**src/rtl/imm_gen_pipe_if.sv**
```systemverilog
// rtl/imm_gen_pipe_if.sv - instruction-in / immediate-out handshake bundle for imm_gen_pipe
interface imm_gen_pipe_if #(
    parameter int XLEN  = 32,
    parameter int TAG_W = 32
) ();
    logic             in_valid;
    logic             in_ready;
    logic [31:0]      inst;
    logic [TAG_W-1:0] in_tag;
    logic             out_valid;
    logic             out_ready;
    logic [XLEN-1:0]  imm_o;
    logic [2:0]       fmt_o;
    logic             illegal_o;
    logic [TAG_W-1:0] tag_o;

    modport master (
        output in_valid, inst, in_tag, out_ready,
        input  in_ready, out_valid, imm_o, fmt_o, illegal_o, tag_o
    );

    modport slave (
        input  in_valid, inst, in_tag, out_ready,
        output in_ready, out_valid, imm_o, fmt_o, illegal_o, tag_o
    );
endinterface

```
**src/rtl/imm_gen_pipe.sv**
```systemverilog
// rtl/imm_gen_pipe.sv - registered immediate generator with 2-entry skid buffer and illegal counter
// Optional SYSTEM/CSR immediate decoding is enabled by defining IMMGEN_ZICSR_EN.
module imm_gen_pipe #(
    parameter int XLEN  = 32,
    parameter int TAG_W = 32,
    parameter int CNT_W = 16
) (
    input  logic             clk,
    input  logic             rst_n,
    input  logic             flush,
    input  logic             cnt_clr,
    imm_gen_pipe_if.slave    bus,
    output logic [CNT_W-1:0] ill_cnt
);
    localparam bit IS64 = (XLEN == 64);

    localparam logic [6:0] OPC_LOAD     = 7'b0000011;
    localparam logic [6:0] OPC_JALR     = 7'b1100111;
    localparam logic [6:0] OPC_OP_IMM   = 7'b0010011;
    localparam logic [6:0] OPC_OP_IMM32 = 7'b0011011;
    localparam logic [6:0] OPC_STORE    = 7'b0100011;
    localparam logic [6:0] OPC_BRANCH   = 7'b1100011;
    localparam logic [6:0] OPC_LUI      = 7'b0110111;
    localparam logic [6:0] OPC_AUIPC    = 7'b0010111;
    localparam logic [6:0] OPC_JAL      = 7'b1101111;
    localparam logic [6:0] OPC_OP       = 7'b0110011;
    localparam logic [6:0] OPC_MISC_MEM = 7'b0001111;
    localparam logic [6:0] OPC_OP_32    = 7'b0111011;
    localparam logic [6:0] OPC_SYSTEM   = 7'b1110011;

    typedef enum logic [2:0] {
        FMT_NONE  = 3'd0,
        FMT_I     = 3'd1,
        FMT_S     = 3'd2,
        FMT_B     = 3'd3,
        FMT_U     = 3'd4,
        FMT_J     = 3'd5,
        FMT_SHAMT = 3'd6,
        FMT_CSR   = 3'd7
    } fmt_e;

    typedef struct packed {
        logic [XLEN-1:0]  imm;
        logic [2:0]       fmt;
        logic             ill;
        logic [TAG_W-1:0] tag;
    } entry_t;

    logic [31:0] inst;
    logic [6:0]  opcode;
    logic [2:0]  funct3;
    logic        is_shift;

    assign inst     = bus.inst;
    assign opcode   = inst[6:0];
    assign funct3   = inst[14:12];
    assign is_shift = (funct3 == 3'b001) || (funct3 == 3'b101);

    // Every immediate is first formed as a 32-bit value; the zero-extended
    // kinds never set bit 31, so one sign extension to XLEN covers them all.
    logic [31:0] dec_val;
    fmt_e        dec_fmt;
    logic        dec_ill;

    always_comb begin
        dec_val = '0;
        dec_fmt = FMT_NONE;
        dec_ill = 1'b0;
        if (opcode[1:0] != 2'b11) begin
            dec_ill = 1'b1;
        end else begin
            case (opcode)
                OPC_LOAD, OPC_JALR: begin
                    dec_fmt = FMT_I;
                    dec_val = {{20{inst[31]}}, inst[31:20]};
                end
                OPC_OP_IMM: begin
                    if (!is_shift) begin
                        dec_fmt = FMT_I;
                        dec_val = {{20{inst[31]}}, inst[31:20]};
                    end else if (IS64) begin
                        dec_fmt = FMT_SHAMT;
                        dec_val = {26'b0, inst[25:20]};
                    end else if (inst[25]) begin
                        dec_ill = 1'b1;
                    end else begin
                        dec_fmt = FMT_SHAMT;
                        dec_val = {27'b0, inst[24:20]};
                    end
                end
                OPC_OP_IMM32: begin
                    if (!IS64) begin
                        dec_ill = 1'b1;
                    end else if (is_shift) begin
                        dec_fmt = FMT_SHAMT;
                        dec_val = {27'b0, inst[24:20]};
                    end else begin
                        dec_fmt = FMT_I;
                        dec_val = {{20{inst[31]}}, inst[31:20]};
                    end
                end
                OPC_STORE: begin
                    dec_fmt = FMT_S;
                    dec_val = {{20{inst[31]}}, inst[31:25], inst[11:7]};
                end
                OPC_BRANCH: begin
                    dec_fmt = FMT_B;
                    dec_val = {{19{inst[31]}}, inst[31], inst[7], inst[30:25], inst[11:8], 1'b0};
                end
                OPC_LUI, OPC_AUIPC: begin
                    dec_fmt = FMT_U;
                    dec_val = {inst[31:12], 12'h000};
                end
                OPC_JAL: begin
                    dec_fmt = FMT_J;
                    dec_val = {{11{inst[31]}}, inst[31], inst[19:12], inst[20], inst[30:21], 1'b0};
                end
                OPC_OP, OPC_MISC_MEM: dec_ill = 1'b0;
                OPC_OP_32:            dec_ill = !IS64;
                OPC_SYSTEM: begin
`ifdef IMMGEN_ZICSR_EN
                    case (funct3)
                        3'b100: dec_ill = 1'b1;
                        3'b101, 3'b110, 3'b111: begin
                            dec_fmt = FMT_CSR;
                            dec_val = {15'b0, inst[31:20], inst[19:15]};
                        end
                        default: begin
                            dec_fmt = FMT_CSR;
                            dec_val = {20'b0, inst[31:20]};
                        end
                    endcase
`else
                    dec_ill = 1'b1;
`endif
                end
                default: dec_ill = 1'b1;
            endcase
        end
        if (dec_ill) begin
            dec_fmt = FMT_NONE;
            dec_val = '0;
        end
    end

    entry_t dec_entry;
    assign dec_entry.imm = XLEN'($signed(dec_val));
    assign dec_entry.fmt = dec_fmt;
    assign dec_entry.ill = dec_ill;
    assign dec_entry.tag = bus.in_tag;

    entry_t           out_q, out_d, skid_q, skid_d;
    logic             out_valid_q, out_valid_d;
    logic             skid_valid_q, skid_valid_d;
    logic [CNT_W-1:0] cnt_q, cnt_d;
    logic             in_ready;
    logic             accept;
    logic             xfer;

    assign in_ready = !skid_valid_q && !flush;
    assign accept   = bus.in_valid && in_ready;
    assign xfer     = out_valid_q && bus.out_ready;

    // The output register refills from the skid entry first so acceptance
    // order is preserved; a new input only bypasses into it when skid is empty.
    always_comb begin
        out_d        = out_q;
        out_valid_d  = out_valid_q;
        skid_d       = skid_q;
        skid_valid_d = skid_valid_q;
        if (flush) begin
            out_valid_d  = 1'b0;
            skid_valid_d = 1'b0;
        end else if (!out_valid_q || xfer) begin
            if (skid_valid_q) begin
                out_d        = skid_q;
                out_valid_d  = 1'b1;
                skid_valid_d = 1'b0;
            end else begin
                out_valid_d = accept;
                if (accept) begin
                    out_d = dec_entry;
                end
            end
        end else if (accept) begin
            skid_d       = dec_entry;
            skid_valid_d = 1'b1;
        end
    end

    always_comb begin
        cnt_d = cnt_q;
        if (cnt_clr) begin
            cnt_d = '0;
        end else if (xfer && out_q.ill && (cnt_q != {CNT_W{1'b1}})) begin
            cnt_d = cnt_q + CNT_W'(1);
        end
    end

    always_ff @(posedge clk or negedge rst_n) begin
        if (!rst_n) begin
            out_q        <= '0;
            out_valid_q  <= 1'b0;
            skid_q       <= '0;
            skid_valid_q <= 1'b0;
            cnt_q        <= '0;
        end else begin
            out_q        <= out_d;
            out_valid_q  <= out_valid_d;
            skid_q       <= skid_d;
            skid_valid_q <= skid_valid_d;
            cnt_q        <= cnt_d;
        end
    end

    assign bus.in_ready  = in_ready;
    assign bus.out_valid = out_valid_q;
    assign bus.imm_o     = out_q.imm;
    assign bus.fmt_o     = out_q.fmt;
    assign bus.illegal_o = out_q.ill;
    assign bus.tag_o     = out_q.tag;
    assign ill_cnt       = cnt_q;
endmodule
```
**src/flat_wrapper.sv**
```systemverilog
// flat-port wrapper written by rule: the top's interface ports become plain ports
module imm_gen_pipe_flat 
#(
    parameter int XLEN  = 32,
    parameter int TAG_W = 32,
    parameter int CNT_W = 16
)
  (clk, rst_n, flush, cnt_clr, ill_cnt, bus_in_valid, bus_inst, bus_in_tag, bus_out_ready, bus_in_ready, bus_out_valid, bus_imm_o, bus_fmt_o, bus_illegal_o, bus_tag_o);
  imm_gen_pipe_if #(.XLEN(XLEN), .TAG_W(TAG_W)) bus_i ();
  input  logic clk;
  input  logic rst_n;
  input  logic flush;
  input  logic cnt_clr;
  output logic [CNT_W-1:0] ill_cnt;
  input wire logic [$bits(bus_i.in_valid)-1:0] bus_in_valid;
  input wire logic [$bits(bus_i.inst)-1:0] bus_inst;
  input wire logic [$bits(bus_i.in_tag)-1:0] bus_in_tag;
  input wire logic [$bits(bus_i.out_ready)-1:0] bus_out_ready;
  output wire logic [$bits(bus_i.in_ready)-1:0] bus_in_ready;
  output wire logic [$bits(bus_i.out_valid)-1:0] bus_out_valid;
  output wire logic [$bits(bus_i.imm_o)-1:0] bus_imm_o;
  output wire logic [$bits(bus_i.fmt_o)-1:0] bus_fmt_o;
  output wire logic [$bits(bus_i.illegal_o)-1:0] bus_illegal_o;
  output wire logic [$bits(bus_i.tag_o)-1:0] bus_tag_o;
  assign bus_i.in_valid = bus_in_valid;
  assign bus_i.inst = bus_inst;
  assign bus_i.in_tag = bus_in_tag;
  assign bus_i.out_ready = bus_out_ready;
  assign bus_in_ready = bus_i.in_ready;
  assign bus_out_valid = bus_i.out_valid;
  assign bus_imm_o = bus_i.imm_o;
  assign bus_fmt_o = bus_i.fmt_o;
  assign bus_illegal_o = bus_i.illegal_o;
  assign bus_tag_o = bus_i.tag_o;
  imm_gen_pipe #(.XLEN(XLEN), .TAG_W(TAG_W), .CNT_W(CNT_W)) u_core (.clk(clk), .rst_n(rst_n), .flush(flush), .cnt_clr(cnt_clr), .bus(bus_i), .ill_cnt(ill_cnt));
endmodule
```
**config.mk**
```make
export PLATFORM = sky130hd
export DESIGN_NAME = imm_gen_pipe_flat
export DESIGN_NICKNAME = d
export VERILOG_FILES = /design/src/rtl/imm_gen_pipe_if.sv /design/src/rtl/imm_gen_pipe.sv /design/src/flat_wrapper.sv
export SDC_FILE = /design/constraint.sdc
export NUM_CORES = 1
export LEC_CHECK = 0
export CELL_PAD_IN_SITES_DETAIL_PLACEMENT = 0
export CELL_PAD_IN_SITES_GLOBAL_PLACEMENT = 1
export CORE_MARGIN = 2
export CORE_UTILIZATION = 43
export CTS_BUF_LIST = sky130_fd_sc_hd__clkbuf_8
export DETAILED_ROUTE_END_ITERATION = 8
export PLACE_DENSITY = 0.88
export SLEW_MARGIN = 30
export SYNTH_ARGS = -nofsm -noshare
export SYNTH_HDL_FRONTEND = slang
export SYNTH_SLANG_ARGS = --single-unit
```
**constraint.sdc**
```tcl
create_clock -name clk -period 3.95 [get_ports clk]
set_clock_uncertainty 0.1 [all_clocks]
set_input_delay 0.5925 -clock clk [delete_from_list [all_inputs] [get_ports clk]]
set_output_delay 0.5925 -clock clk [all_outputs]
set_load 0.03 [all_outputs]
```
# Yosys cells after proc, flatten, opt, wreduce, memory -nomap -nowiden
# Index checks and enable logic that the tools add are counted.
# W data, S select, Z words.
[word_totals]
reg_bits = 154
output_inout_bits = 86
word_cells = 71
in_bits = 70
[op_classes]
n_mux = 24
n_addsub = 1
reduce_logical = 19
bitwise = 2
n_eq_ne = 14
[op_table]
columns = ["cell", "count"]
rows = [
  ["$pmux W32 S6", 1],
  ["$mux W68", 2],
  ["$mux W32", 3],
  ["$mux W16", 2],
  ["$eq A7 B6 Y1 const B", 3],
  ["$eq A7 B7 Y1 const B", 3],
  ["$pmux W3 S6", 1],
  ["$add A16 B1 Y16 const B", 1],
  ["$ne A16 B16 Y1 const B", 1],
  ["$eq A7 B5 Y1 const B", 2],
  ["$mux W3", 4],
  ["$mux W1", 9],
  ["$reduce_or A9 Y1", 1],
  ["$eq A7 B2 Y1 const B", 1],
  ["$eq A7 B4 Y1 const B", 1],
  ["$reduce_and A3 Y1", 2],
  ["$reduce_bool A2 Y1", 3],
  ["$logic_and A1 B1 Y1", 5],
  ["$mux W5", 1],
  ["$reduce_or A2 Y1", 2],
  ["$eq A3 B1 Y1 const B", 1],
  ["$eq A3 B3 Y1 const B", 1],
  ["$logic_not A1 Y1", 3],
  ["$reduce_bool A3 Y1", 1],
  ["other kinds (4)", 6],
]

# Logic depth before layout (Yosys ltp)
[depth]
depth_word = 8
ltp_mapped = 7
depth_no_buf = 6

# Worst setup path before layout
# No wires, ideal clock.
[synth_timing]
path_type = "input -> register"
from = "in flush"
to = "reg u_core.skid_q[38] in the netlist's numbering"
path_buffers = 1
arrival_time_ns = 1.821
path_stages = 4
slack_ns = 1.903
setup_time_ns = 0.126
cell_sequence = "nor2_1 -> nand3_1 -> clkbuf_1 -> a221o_1"
[synth_between]
elab_chain_cells = 4
elab_cells_between_ends = 5
classes_between = "1 x bitwise; 4 x reduce/logical"
[synth_rtl]
columns = ["item", "line", "rtl"]
rows = [
  ["start, declared", "flat_wrapper.sv:12", "input logic flush;"],
  ["$logic_not A1 Y1", "imm_gen_pipe.sv:160", "assign in_ready = !skid_valid_q && !flush;"],
  ["$logic_and A1 B1 Y1", "imm_gen_pipe.sv:160", ""],
  ["$logic_and A1 B1 Y1", "imm_gen_pipe.sv:161", "assign accept = bus.in_valid && in_ready;"],
  ["$reduce_and A3 Y1 (no line) (*)", "--", ""],
  ["end signal, assigned", "imm_gen_pipe.sv:210", "skid_q <= skid_d;"],
  ["end, declared", "imm_gen_pipe.sv:152", "entry_t out_q, out_d, skid_q, skid_d;"],
]
# Mark *: on every way between the ends. The rest lies on a longest branch, timed or not.
# A chain may end at the register's enable or synchronous reset.

# Worst setup path in the final report
[layout_timing]
from = "in flush"
to = "out bus_in_ready"
[layout_between]
elab_chain_cells = 2
[layout_rtl]
columns = ["item", "line", "rtl"]
rows = [
  ["$logic_not A1 Y1", "imm_gen_pipe.sv:160", ""],
  ["$logic_and A1 B1 Y1", "imm_gen_pipe.sv:160", ""],
  ["end, declared", "flat_wrapper.sv:19", "output wire logic [$bits(bus_i.in_ready)-1:0] bus_in_ready;"],
]
# No other way between the ends.

==> reports/metrics.csv <==
metric,value,unit
outcome,"finished, final reports clean",
cts_sinks,154,
fin_setup_tns,0,ns
grt-ovfl-total,0,
ir_worst_vdd,249.8,uV
nNetsFinal,976,
final_area,9371,um^2
start_util,0.4361,
synth_ff_type,dfrtp_1,
cts_buffers,17,
synth_edf_count,0,
ys_ff_latch,154,
worstPathArrival,2.06,ns
viasPerCell,5.308,
yosys.area.top_type,dfrtp_1,
synth_area_per_cell,9.338,um^2
hold_class,in2async,
core,16470,um^2
synthArstFlopShare,1.000,
rsz0062_at_grt,no,
cts_resized,0,
dr.pass1.iters,5,
die_h,133.2,um
period_share,0.6974,
rows,47,
setup_slack,1.195,ns
track_usage,0.2188,
critPathBufInv,2,
cpLargestDelayFamily,buffers and inverters,
yosysMostFrequentCell,nand2_1,
syn_area,7181,um^2
io-pin-count,156,
cp_max_fo,5,
cp_data_required_time,3.26,ns
slowest_stage,clkdlybuf4s50_1,
grt_pass1_vias,5748,
fin_hold_ws,0.06432,ns
syn_nets,840,
timing.fmax,0.3630,GHz
setup_violations,0,
die_x,133.2,um
cts_hold_buf,0,
post_dp_cell_area,8884,um^2
timing.final.hold_violations,0,
htreeDepth,4,
synth_cell_type_count,53,
drtAntennaViolNets,0,
grt_pass1_wl,30.55,mm
synth_top_cells_by_area,"dfrtp_1 54%, nand2_1 10%, o21ai_0 5.6%",
root_buffer,clkbuf_8,
pre_cts_ws,0.9144,ns
slew_viol_final,0,
syn_inst,769,
crit_top_cell,clkdlybuf4s50_1,
seq_area_frac_synth,0.5367,
drc_errors,0,
antenna_found_initial,0,
diodes,0,
synthToLayoutAreaGrowth,30.51,%
dieArea,17750,um^2
cellLeakagePower,0.003967,uW
relSlewSlack,0.4135,
grt_max_degree,76,
tightest_slew,0.8765,ns
crit_path_cell_trace,clkdlybuf4s50_1 > nor2_1 > clkdlybuf4s50_1,
clk_pin_slew_worst_paths,0.08,ns
routed_wl,18.58,mm
clk_latency,0.45,ns
end_kind,primary output,
start_kind,primary input,
cts_buffer_depth,2,
maxCapViolations,0,
drive_gt1_frac,0.07516,
p_total,4151,uW
synth_common_cells,"193 x nand2_1, 154 x dfrtp_1, 80 x o21ai_0",
powerDensity,442.9,nW/um^2
cpPeakStageDelay,0.72,ns
tritoncts,yes,
drt_iter0_markers,388,
min_period,2.755,ns
dpl.hpwl,12.53,mm
portBuffers,155,
cts_setup_buffers,0,
yosys.area.top_type_share,0.5367,
place_congestion,0.8212,
wl_per_cell,16.32,um
yosysWarnings,0,
crit_type,in2out,
vias,6040,
## worst register-to-register path, delay by kind of cell, from the launching register on
kind / cells / cell delay [ns]
AND/OR/NAND/NOR: 2 / 0.98
flip-flops: 1 / 0.41
AO/OA/AOI/OAI: 2 / 0.31
buffers and inverters: 1 / 0.37
## cells by family (layout without fill, tap and decap cells)
| family | Yosys count | after routing | share of synthesized area |
|---|---|---|---|
| and+or+nand+nor | 318 | 318 | 0.2013 |
| muxes | 33 | 33 | 0.04600 |
| DFF | 154 | 154 | 0.5367 |
| xor gates and xnor gates | 11 | 11 | 0.01342 |
| AOI/OAI and AO/OA | 195 | 195 | 0.1607 |
| adders and majority gates | 1 | 1 | 0.001742 |
| buffers and inverters | 57 | 206 | 0.04025 |
## final timing paths
kind                       slack (ns)                               end                              from  cells after the start
max                              1.20                      bus_in_ready                             flush                      3
min                              0.06     u_core.ill_cnt[9]$_DFFE_PN0P_                             rst_n                      1
max reg2reg                      1.67   u_core.bus.imm_o[3]$_DFFE_PN0P_  u_core.bus.out_valid$_DFFE_PN0N_                      5
min reg2reg                      0.38      u_core.skid_q[6]$_DFFE_PN0P_      u_core.skid_q[6]$_DFFE_PN0P_                      2
max in group asynchronous        2.82  u_core.bus.tag_o[28]$_DFFE_PN0P_                             rst_n                      2
min in group clk                 0.38      u_core.skid_q[6]$_DFFE_PN0P_      u_core.skid_q[6]$_DFFE_PN0P_                      2
## cell usage in the layout (no fill, tap or decap), types with 3 or more instances in the layout
cell type,synthesis,routed
or3_1,12,11
clkbuf_8,0,18
a31oi_1,14,14
inv_1,5,5
nand3_1,14,13
dfrtp_1,154,153
nand4_1,3,3
and3_1,14,13
buf_4,1,12
bufinv_16,0,6
nor2_1,55,55
mux2i_1,33,33
a211oi_1,6,6
inv_6,0,3
nor3_1,7,7
o211ai_1,4,4
o21ai_0,80,80
a21o_1,11,11
o2bb2ai_1,4,4
nand2_1,193,193
clkdlybuf4s50_1,0,154
o21ai_1,11,11
a21oi_1,47,47
xnor2_1,11,11
a221o_1,4,4
nand2b_1,3,3
## power breakdown
group	total, uW	switching, uW	internal (uW)
Clock	1440	607	837
Sequential	1910	114	1790
Combinational	802	464	338
## through the flow
step / util / std cells
2_1_floorplan: - / 769
3_3_place_gp: 0.5395 / 1106
3_5_place_dp: 0.5395 / 1106
4_1_cts: 0.5691 / 1138
5_1_grt: 0.5691 / 1138
6_report: 0.5691 / 1138
## registers in the layout, summed over array words and instances, names as in the netlist
signal	cells
u_core.bus.tag_o	32
u_core.bus.illegal_o	1
u_core.bus.imm_o	32
u_core.skid_valid_q	1
u_core.skid_q	68
u_core.ill_cnt	16
u_core.bus.out_valid	1
u_core.bus.fmt_o	3
## layout make-up
type,instances,area [um^2]
Clock buffer,18,247.7
Multi-Input combinational cell,558,3052
Timing Repair Buffer,169,1683
Clock inverter,14,240.2
Tap cell,220,275.3
Inverter,5,18.77
Fill cell,1492,7094
Sequential cell,154,3855
## layer usage
metal / part of all wire / vias up / global-route usage
met5: 0 / - / 0
met4: 0.013 / 0 / 0.06442
met3: 0.053 / 22 / 0.04072
met2: 0.44 / 183 / 0.3241
met1: 0.50 / 2922 / 0.3291
li1: - / 2913 / -
Note: power is estimated with default switching activity, not from simulation.
